[config.mk]
export PLATFORM = sky130hd
export DESIGN_NAME = mem_responder
export DESIGN_NICKNAME = d
export VERILOG_FILES = /design/src/rtl/mem_responder.sv
export SDC_FILE = /design/constraint.sdc
export NUM_CORES = 1
export LEC_CHECK = 0
export CAP_MARGIN = 20
export CORE_UTILIZATION = 40
export CTS_CLUSTER_DIAMETER = 100
export DETAILED_ROUTE_END_ITERATION = 10
export PLACE_DENSITY = 0.7
export SYNTH_ARGS = -nofsm -noshare
export SYNTH_HDL_FRONTEND = slang
export SYNTH_SLANG_ARGS = --single-unit
[constraint.sdc]
create_clock -name clk -period 5.5 [get_ports clk]
set_input_delay 0.55 -clock clk [delete_from_list [all_inputs] [get_ports clk]]
set_output_delay 0.55 -clock clk [all_outputs]
set_load 0.03 [all_outputs]
[src/rtl/mem_responder.sv]
// Command-driven memory responder: single-word write/read and multi-word clear
// against a handshaked RAM port, with a per-access ack timeout.
module mem_responder #(
  parameter int unsigned CLEAR_WORDS = 256,
  parameter int unsigned TIMEOUT     = 255
) (
  input  logic        clk,
  input  logic        reset,
  input  logic        ioDone,
  input  logic [1:0]  modeOutput,
  input  logic [24:0] memoryAddress,
  input  logic [15:0] ioDataOut,
  output logic        memDone,
  output logic [15:0] memOut,
  output logic        memErr,
  output logic [24:0] ramAddr,
  output logic [15:0] ramWrData,
  output logic        ramWe,
  output logic        ramRe,
  input  logic        ramAck,
  input  logic [15:0] ramRdData
);

  typedef enum logic [2:0] {IDLE, WRITE, READ, CLEAR, DONE} state_t;

  localparam logic [15:0] LAST_WORD = 16'(CLEAR_WORDS - 1);
  localparam logic [15:0] LAST_WAIT = 16'(TIMEOUT - 1);

  state_t      state;
  logic [15:0] waitCnt;
  logic [15:0] wordCnt;
  logic        timedOut;

  // The edge that would bring waitCnt up to TIMEOUT is the abort edge, so a
  // request stays up for exactly TIMEOUT cycles when no ack arrives.
  always_comb begin
    timedOut = (waitCnt == LAST_WAIT);
  end

  always_ff @(posedge clk) begin
    if (reset) begin
      state     <= IDLE;
      memDone   <= 1'b1;
      memErr    <= 1'b0;
      memOut    <= '0;
      ramAddr   <= '0;
      ramWrData <= '0;
      ramWe     <= 1'b0;
      ramRe     <= 1'b0;
      waitCnt   <= '0;
      wordCnt   <= '0;
    end else begin
      case (state)
        IDLE: begin
          if (ioDone && modeOutput != 2'b00) begin
            ramAddr <= memoryAddress;
            memErr  <= 1'b0;
            memDone <= 1'b0;
            waitCnt <= '0;
            wordCnt <= '0;
            case (modeOutput)
              2'b01: begin
                state     <= CLEAR;
                ramWe     <= 1'b1;
                ramWrData <= '0;
              end
              2'b10: begin
                state     <= WRITE;
                ramWe     <= 1'b1;
                ramWrData <= ioDataOut;
              end
              default: begin
                state     <= READ;
                ramRe     <= 1'b1;
                ramWrData <= ioDataOut;
              end
            endcase
          end
        end

        WRITE: begin
          if (ramAck) begin
            ramWe <= 1'b0;
            state <= DONE;
          end else if (timedOut) begin
            ramWe  <= 1'b0;
            memErr <= 1'b1;
            state  <= DONE;
          end else begin
            waitCnt <= waitCnt + 16'd1;
          end
        end

        READ: begin
          if (ramAck) begin
            ramRe  <= 1'b0;
            memOut <= ramRdData;
            state  <= DONE;
          end else if (timedOut) begin
            ramRe  <= 1'b0;
            memErr <= 1'b1;
            state  <= DONE;
          end else begin
            waitCnt <= waitCnt + 16'd1;
          end
        end

        CLEAR: begin
          if (ramAck) begin
            waitCnt <= '0;
            if (wordCnt == LAST_WORD) begin
              ramWe <= 1'b0;
              state <= DONE;
            end else begin
              // ramWe stays high; next word is requested in the following cycle
              ramAddr <= ramAddr + 25'd1;
              wordCnt <= wordCnt + 16'd1;
            end
          end else if (timedOut) begin
            ramWe  <= 1'b0;
            memErr <= 1'b1;
            state  <= DONE;
          end else begin
            waitCnt <= waitCnt + 16'd1;
          end
        end

        DONE: begin
          memDone <= 1'b1;
          state   <= IDLE;
        end

        default: state <= IDLE;
      endcase
    end
  end

endmodule

==> flow_metrics.env, run 1 <==
export IMPL_status="finished clean"
export IMPL_first_pass_iters=6
export IMPL_gp_congestion=0.867
export IMPL_fin_crit_sh=0.545
export IMPL_required_ns=5.78
export IMPL_grt_antenna_before_repair=0
export IMPL_ctsHoldBuffers=0
export IMPL_syn_area_sq_um=4630
export IMPL_rows=38
export IMPL_io_pins=124
export IMPL_hold_violations=0
export IMPL_track_usage=0.215
export IMPL_skew_ns=0.00549
export IMPL_routed_wl_um=12700
export IMPL_die_w_um=110
export IMPL_cts_buffer_depth=2
export IMPL_tns_ns=0
export IMPL_synth_nets=637
export IMPL_dp_hpwl_um=8740
export IMPL_hold_ws_ns=0.455
export IMPL_final_cell_area_sq_um=6200
export IMPL_grt_setup_unrepaired="false"
export IMPL_post_place_ws_ns=2.19
export IMPL_max_slew_margin=0.333
export IMPL_core_sq_um=11100
export IMPL_drive_gt1_frac=0.0503
export IMPL_dr_first_iter_drc_count=305
export IMPL_dr_total_vias=4662
export IMPL_setup_viol=0
export IMPL_hold_path_class="flop to flop"
export IMPL_synth_largest_area_cell="dfxtp_1"
export IMPL_max_freq_mhz=333
export IMPL_synth_area_top_cells="dfxtp_1 (41%), a21oi_1 (7.1%), nand2_1 (6.6%)"
export IMPL_io_buffer_count=123
export IMPL_finalWorstSetupSlack_ns=2.50
export IMPL_power_leakage_uw=0.00210
export IMPL_synth_enable_flop_cells=0
export IMPL_yosysSeqAreaShare=0.415
export IMPL_cts_resized=0
export IMPL_cp_end_kind="flop"
export IMPL_wl_per_cell_um=15.6
export IMPL_clock_sinks=96
export IMPL_timing_max_cap_violations=0
export IMPL_ys_types=61
export IMPL_first_global_vias=4243
export IMPL_die_height_um=110
export IMPL_ys_ff_latch=96
export IMPL_postCtsSetupBuffers=0
export IMPL_insertion_delay_ns=0.35
export IMPL_r2r_start="state[0]"
export IMPL_cts_tree="yes"
export IMPL_power_density_nw_per_um2=268
export IMPL_layout_min_cycle_time_ns=3.00
export IMPL_grt_max_degree=51
export IMPL_synth_ff_type="dfxtp_1"
export IMPL_synth_cells=567
export IMPL_synth_top_cell_area_share=0.415
export IMPL_synth_area_per_cell_sq_um=8.17
export IMPL_min_from="memOut[2]"
export IMPL_fillers=992
export IMPL_syn_to_final_growth_pct=33.8
export IMPL_multi_input_area_sq_um=2530
export IMPL_start_util=0.418
export IMPL_crit_type="input port to flop"
export IMPL_antenna_left=0
export IMPL_n_antenna_cell=0
export IMPL_drc=0
export IMPL_grt_overflow=0
export IMPL_finalMaxSlewViolations=0
export IMPL_die_area_sq_um=12000
export IMPL_vias_per_cell=5.71
export IMPL_clkSlewWorstSetupHoldPaths_ns=0.06
export IMPL_cp_data_arrival_time_ns=3.28
export IMPL_worstSetupStartpointType="input port"
export IMPL_cp_max_fo=16
export IMPL_peakVddDrop_uv=201
export IMPL_cts_root_buf="clkbuf_16"
export IMPL_async_reset_ff_frac=0
export IMPL_h_tree_depth=3
export IMPL_seq_area_sq_um=1920
export IMPL_synth_yosys_warnings=0
export IMPL_numCtsBuffers=9
export IMPL_startpoint="modeOutput[0]"
export IMPL_placed_area_sq_um=5910
export IMPL_num_nets_final=741
export IMPL_postLayoutCoreUtil=0.559
export IMPL_grt_pass1_wl_um=20400
export IMPL_worst_slew_pin_slew_ns=0.996
cells in the final DEF, fill, tap and decap left out, types with 6 or more instances in the layout:
| cell | synthesis | final |
|---|---|---|
| a31oi_1 | 9 | 9 |
| nand4_1 | 18 | 18 |
| nor3_1 | 17 | 16 |
| or4_1 | 10 | 10 |
| nor2_1 | 31 | 31 |
| dfxtp_1 | 96 | 96 |
| o31ai_1 | 10 | 10 |
| clkbuf_16 | 0 | 9 |
| ha_1 | 7 | 7 |
| nor4_1 | 10 | 10 |
| a211oi_1 | 8 | 8 |
| nand2_1 | 82 | 82 |
| a21oi_1 | 66 | 66 |
| clkdlybuf4s50_1 | 0 | 122 |
| inv_1 | 10 | 10 |
| nand3_1 | 20 | 20 |
| and3_1 | 6 | 6 |
| or3_1 | 18 | 18 |
| o21ai_0 | 34 | 34 |
| a22o_1 | 16 | 16 |
registers in the layout, indices dropped and copies added, names as in the netlist:
register and flops:
state 3, ramAddr 25, ramWe 1, memDone 1, waitCnt 16, memErr 1
ramWrData 16, memOut 16, ramRe 1, wordCnt 16
path summary, 6_finish.rpt:
kind | end | slack, ns | cells past startpoint
hold / removal | memOut[2] | 0.46 | 2
hold reg to reg | memOut[2] | 0.46 | 2
setup / recovery | ramWrData[5] | 2.50 | 7
setup reg to reg | ramAddr[21] | 2.80 | 5
Yosys cell counts (all sizes together), types with 5 or more instances:
| cell | count |
|---|---|
| dfxtp | 96 |
| nand2 | 82 |
| a21oi | 67 |
| o21ai | 36 |
| nor2 | 31 |
| clkbuf | 26 |
| nand3 | 20 |
| nand4 | 18 |
| or3 | 18 |
| nor3 | 17 |
| a22o | 16 |
| inv | 10 |
| nor4 | 10 |
| o31ai | 10 |
| or4 | 10 |
| a211oi | 9 |
| a31oi | 9 |
| buf | 7 |
| ha | 7 |
| and3 | 6 |
| o2111ai | 6 |
| and2 | 5 |
| and4 | 5 |
| xor2 | 5 |
layout make-up:
cell class,instances,share of cell area
sequential,96,0.310
inverter,10,0.00606
clock inverter,7,0.0101
tap,140,0.0283
clock buffer,9,0.0363
multi-input combinational,428,0.408
timing repair buffer,126,0.201
power breakdown:
group	switching (uW)	internal, uW	total [uW]
Combinational	158	130	287
Sequential	38.2	728	766
Clock	262	348	610
Total	458	1210	1660
per-layer routing:
layer  vias up  wire length (um)  global-route usage
li1       2335                 -                   -
met1      2178              5670               0.274
met2       129              6180               0.354
met3        20               648              0.0510
met4         0               189              0.0800
met5         -                 0                   0
cells by family after synthesis:
family,count (synthesis),share of synthesized area
and+or+nand+nor,232,0.254
AOI/OAI and AO/OA,183,0.260
DFF,96,0.415
buffers and inverters,43,0.0410
adders and majority gates,7,0.0189
xor gates and xnor gates,5,0.00945
muxes,1,0.00216
worst max-delay path: stages:
cell and delay, ns:
clkdlybuf4s50_1 0.49, inv_1 0.07, ha_1 0.21, nand2b_1 0.21, nor4_1 0.55, nor3b_2 0.92, a22o_1 0.28
per-stage QoR:
step	std cells	power (uW)
global route	816	1740
detailed placement	800	1070
CTS	816	1680
floorplan	567	937
global placement	800	1060
finish	816	1660
(Power assumes the default switching activity.)
==> run 2: changes to the inputs <==
clock period = 2.8 ns   (was 5.5 ns; I/O delays follow)
==> run 2 against run 1 <==
Net effect: clock power grew 93%; design area up 2.2%; sequential power is 96% higher; worst hold slack got worse by 0.035 ns; setup slack got worse by 2.1 ns; largest power group unchanged; critical path type unchanged; via count rose by 2.7%; cell count is 1.8% higher; sequential share of layout area fell by 0.66 points; non-clock buffer count rose by 15; flip-flop and latch count stayed put.
==> flow_metrics.env, run 2 (synthesized netlist as in run 1, its figures left out) <==
export IMPL_post_place_ws_ns=-0.00823
export IMPL_top_register="ramAddr"
export IMPL_dr_first_iter_drc_count=364
export IMPL_first_global_vias=4400
export IMPL_hold_violations=0
export IMPL_routed_wl_um=13100
export IMPL_final_common_cell="clkdlybuf4s50_1"
export IMPL_layout_common_cells="clkdlybuf4s50_1 (122), dfxtp_1 (96), nand2_1 (82)"
export IMPL_cts_buffer_depth=2
export IMPL_start_util=0.418
export IMPL_dr_total_vias=4788
export IMPL_track_usage=0.223
export IMPL_worst_slew_pin_slew_ns=0.748
export IMPL_grt_setup_unrepaired="false"
export IMPL_io_pins=124
export IMPL_clock_sinks=96
export IMPL_largest_reg_flops=25
export IMPL_numCtsBuffers=9
export IMPL_max_slew_margin=0.501
export IMPL_cp_data_arrival_time_ns=2.71
export IMPL_syn_to_final_growth_pct=36.7
export IMPL_num_nets_final=756
export IMPL_insertion_delay_ns=0.35
export IMPL_io_buffer_count=123
export IMPL_drc=0
export IMPL_die_height_um=110
export IMPL_setup_viol=0
export IMPL_cts_resized=0
export IMPL_postCtsSetupBuffers=0
export IMPL_cts_tree="yes"
export IMPL_layout_min_cycle_time_ns=2.42
export IMPL_grt_antenna_before_repair=0
export IMPL_wl_per_cell_um=15.7
export IMPL_dp_cells=815
export IMPL_hold_ws_ns=0.420
export IMPL_power_leakage_uw=0.00218
export IMPL_fin_crit_sh=0.866
export IMPL_clkSlewWorstSetupHoldPaths_ns=0.06
export IMPL_instances_no_fill=831
export IMPL_required_ns=3.08
export IMPL_core_sq_um=11100
export IMPL_grt_pass1_wl_um=20800
export IMPL_power_density_nw_per_um2=519
export IMPL_die_area_sq_um=12000
export IMPL_antenna_left=0
export IMPL_vias_per_cell=5.76
export IMPL_finalWorstSetupSlack_ns=0.376
export IMPL_grt_overflow=0
export IMPL_n_antenna_cell=0
export IMPL_peakVddDrop_uv=391
export IMPL_skew_ns=0.00754
export IMPL_cts_root_buf="clkbuf_16"
export IMPL_drive_gt1_frac=0.0695
export IMPL_fillers=1035
export IMPL_dp_hpwl_um=9140
export IMPL_h_tree_depth=3
export IMPL_first_pass_iters=7
export IMPL_status="finished clean"
export IMPL_finalMaxSlewViolations=0
export IMPL_max_freq_mhz=413
export IMPL_grt_max_degree=50
export IMPL_worstSetupStartpointType="input port"
export IMPL_timing_max_cap_violations=0
export IMPL_rows=38
export IMPL_hold_path_class="input port to flop"
export IMPL_crit_type="input port to flop"
export IMPL_rrSetupSlack_ns=0.49
export IMPL_die_w_um=110
export IMPL_ctsHoldBuffers=0
export IMPL_cp_end_kind="flop"
export IMPL_gp_congestion=0.858
export IMPL_cp_max_fo=10
==> run 2: cell types whose count changed in the layout (fill, tap and decap cells not counted) <==
cell	change
buf_12	+2
buf_4	+13
bufinv_16	-1
clkbuf_1	+1
clkbuf_8	+3
clkinv_2	-2
clkinvlp_4	-1
==> run 2: power breakdown <==
| group | total [uW] | leakage (uW) | internal [uW] | switching, uW |
|---|---|---|---|---|
| logic | 602 | 0.00125 | 281 | 321 |
| registers | 1500 | 0.000781 | 1430 | 70.8 |
| clock network | 1180 | 0.000145 | 670 | 515 |
==> run 2: critical path, stage by stage <==
cell             delay (ns)
clkdlybuf4s50_1        0.48
inv_1                  0.06
ha_1                   0.21
or4b_4                 0.52
a21oi_4                0.20
buf_4                  0.15
o2111ai_2              0.19
or4_1                  0.46
a21oi_1                0.15
==> run 2: final cells by class <==
| type | instances | area (sq um) | area share |
|---|---|---|---|
| flip-flops and latches | 96 | 1920 | 0.303 |
| well taps | 140 | 175 | 0.0277 |
| multi-input cells | 428 | 2530 | 0.399 |
| repair buffers | 141 | 1390 | 0.219 |
| clock buffers | 13 | 270 | 0.0427 |
| clock inverters | 3 | 15.0 | 0.00237 |
| inverters | 10 | 37.5 | 0.00593 |
==> run 2: worst paths after layout <==
check,start,cells after the start,to
max,modeOutput[0],9,wordCnt[11]
min,reset,3,ramAddr[21]
max reg2reg,wordCnt[8],6,ramAddr[21]
min reg2reg,memOut[2],2,memOut[2]
==> run 2: per-stage QoR <==
stage | setup TNS, ns | total power (uW) | cell area, sq um | utilization
after floorplan | 0 | 1840 | 4630 | -
after global placement | 0 | 2120 | 6050 | 0.546
after detailed placement | -0.00823 | 2130 | 6050 | 0.546
after CTS | 0 | 3320 | 6330 | 0.572
after global routing | 0 | 3430 | 6330 | 0.572
final | 0 | 3290 | 6330 | 0.572
==> run 2: routing by layer <==
metal  part of all wire  global-route usage
met4              0.018              0.0867
met2               0.49               0.376
met5                  0                   0
met3              0.053              0.0575
met1               0.44               0.271
==> run 3: changes to the inputs <==
CTS_BUF_LIST = sky130_fd_sc_hd__clkbuf_2   (was default)
DONT_BUFFER_PORTS = 1   (was default)
PLACE_DENSITY = 0.56   (was 0.7)
TNS_END_PERCENT = 10   (was default)
==> run 3 against run 2 <==
Net effect: non-clock buffer count fell by 52; clock power fell by 53%; clock skew rose by 0.034 ns; setup slack got worse by 0.22 ns; global-route usage fell by 0.86 points; power fell by 22%; register-to-register slack got worse by 0.34 ns; sequential share of layout area rose by 4.1 points; worst hold slack got worse by 0.38 ns; cell count fell by 6.3%; design area fell by 12%; via count fell by 4.8%; largest cell class unchanged; largest power group unchanged; highest routed layer unchanged.
==> flow_metrics.env, run 3 (synthesized netlist as in run 1, its figures left out) <==
export IMPL_status="finished clean"
export IMPL_start_util=0.418
export IMPL_h_tree_depth=3
export IMPL_rows=38
export IMPL_skew_ns=0.0413
export IMPL_first_pass_iters=5
export IMPL_fin_crit_sh=0.945
export IMPL_required_ns=3.37
export IMPL_die_height_um=110
export IMPL_cp_max_fo=16
export IMPL_grt_overflow=0
export IMPL_final_common_cell="dfxtp_1"
export IMPL_clkSlewWorstSetupHoldPaths_ns=0.27
export IMPL_setup_viol=0
export IMPL_first_global_vias=4197
export IMPL_grt_pass1_wl_um=20100
export IMPL_vias_per_cell=5.85
export IMPL_core_sq_um=11100
export IMPL_critical_path_buf_inv_count=3
export IMPL_drc=0
export IMPL_hold_path_depth=2
export IMPL_io_buffer_count=0
export IMPL_critPathTopFamily="buffers and inverters"
export IMPL_path_depth=8
export IMPL_cts_root_buf="clkbuf_2"
export IMPL_crit_type="flop to flop"
export IMPL_worstSetupStartpointType="flop"
export IMPL_dp_hpwl_um=8350
export IMPL_cp_common_cell="buf_4"
export IMPL_cp_end_kind="flop"
export IMPL_die_area_sq_um=12000
export IMPL_grt_antenna_before_repair=0
export IMPL_dr_first_iter_drc_count=273
export IMPL_n_antenna_cell=0
export IMPL_hold_violations=0
export IMPL_power_density_nw_per_um2=456
export IMPL_layout_common_cells="dfxtp_1 (94), nand2_1 (82), a21oi_1 (66), dlygate4sd3_1 (66), o21ai_0 (34)"
export IMPL_num_nets_final=704
export IMPL_slowest_delay_ns=0.58
export IMPL_multi_input_area_sq_um=2520
export IMPL_insertion_delay_ns=0.60
export IMPL_grt_setup_unrepaired="false"
export IMPL_layout_min_cycle_time_ns=2.65
export IMPL_cp_data_arrival_time_ns=3.22
export IMPL_worst_slew_pin_slew_ns=0.747
export IMPL_grt_max_degree=48
export IMPL_wl_per_cell_um=16.4
export IMPL_top_register="ramAddr"
export IMPL_fillers=1059
export IMPL_rr_worst_depth=8
export IMPL_finalPower_uw=2550
export IMPL_cpMaxStageDelayCell="dlygate4sd3_1"
export IMPL_numCtsBuffers=9
export IMPL_die_w_um=110
export IMPL_routed_wl_um=12800
export IMPL_max_freq_mhz=378
export IMPL_cts_tree="yes"
export IMPL_seq_area_sq_um=1920
export IMPL_syn_to_final_growth_pct=20.7
export IMPL_drive_gt1_frac=0.0798
export IMPL_peakVddDrop_uv=259
export IMPL_dr_total_vias=4557
export IMPL_track_usage=0.214
export IMPL_hold_path_class="input port to flop"
export IMPL_largest_reg_flops=25
export IMPL_clock_sinks=96
export IMPL_cts_buffer_depth=2
export IMPL_antenna_left=0
export IMPL_tns_ns=0
export IMPL_gp_congestion=0.826
export IMPL_finalMaxSlewViolations=0
export IMPL_max_slew_margin=0.502
export IMPL_crit_chain="nor4_1 > nand4_1 > o21ai_2 > buf_4 > buf_4 > o21ai_0 > a21oi_1 > dlygate4sd3_1"
export IMPL_timing_max_cap_violations=0
export IMPL_io_pins=124
export IMPL_power_leakage_uw=0.00195
[run 3: cell types whose count changed in the layout (fill, tap and decap cells not counted), sizes merged]
cell,before,now
clkdlybuf4s50,122,0
dlygate4sd3,0,66
buf,19,23
clkbuf,13,10
clkinv,3,6
[run 3: final timing paths]
path         startpoint     endpoint  slack (ns)
max reg2reg  wordCnt[8]  ramAddr[12]        0.15
max          wordCnt[8]  ramAddr[12]        0.15
min               reset   wordCnt[7]        0.04
min reg2reg  wordCnt[1]   wordCnt[1]        0.48
[run 3: worst register-to-register path, stage by stage (launching register included)]
cell and delay (ns):
dfxtp_1 0.40, nor4_1 0.41, nand4_1 0.27, o21ai_2 0.21
buf_4 0.24, buf_4 0.25, o21ai_0 0.12, a21oi_1 0.17
dlygate4sd3_1 0.58
[run 3: report_power, final]
group	internal [uW]	leakage, uW	switching [uW]
Clock	108	0.0000580	450
Combinational	184	0.00111	201
Sequential	1430	0.000782	177
[run 3: final cells by class]
class / instances / area share
clock buffer: 10 / 0.00895
clock inverter: 6 / 0.00470
inverter: 10 / 0.00671
multi-input combinational: 428 / 0.451
sequential: 96 / 0.344
tap: 140 / 0.0313
timing repair buffer: 89 / 0.153
[run 3: metrics by stage]
stage	instances	utilization	hold WS [ns]	area, sq um	worst slack [ns]
2_1_floorplan	567	-	0.413	4630	0.712
3_3_place_gp	693	0.434	0.361	4810	0.540
3_5_place_dp	693	0.434	0.364	4810	0.467
4_1_cts	776	0.503	0.000827	5570	0.0584
5_1_grt	779	0.505	0.0105	5590	0.0118
6_report	779	0.505	0.0428	5590	0.154
[run 3: routing by layer]
metal / track usage / share of wire / wire (um)
met2: 0.358 / 0.48 / 6150
met3: 0.0474 / 0.069 / 879
met4: 0.0952 / 0.019 / 240
met5: 0 / 0 / 0
met1: 0.263 / 0.43 / 5540
[run 3: what timing repair did]
| action | in CTS | in global routing |
|---|---|---|
| setup buffers | 0 | 3 |
| hold buffers | 67 | 0 |
| gates resized for setup | 0 | 2 |
| setup endpoints to repair | 0 | 5 |
| hold endpoints to repair | 66 | 0 |
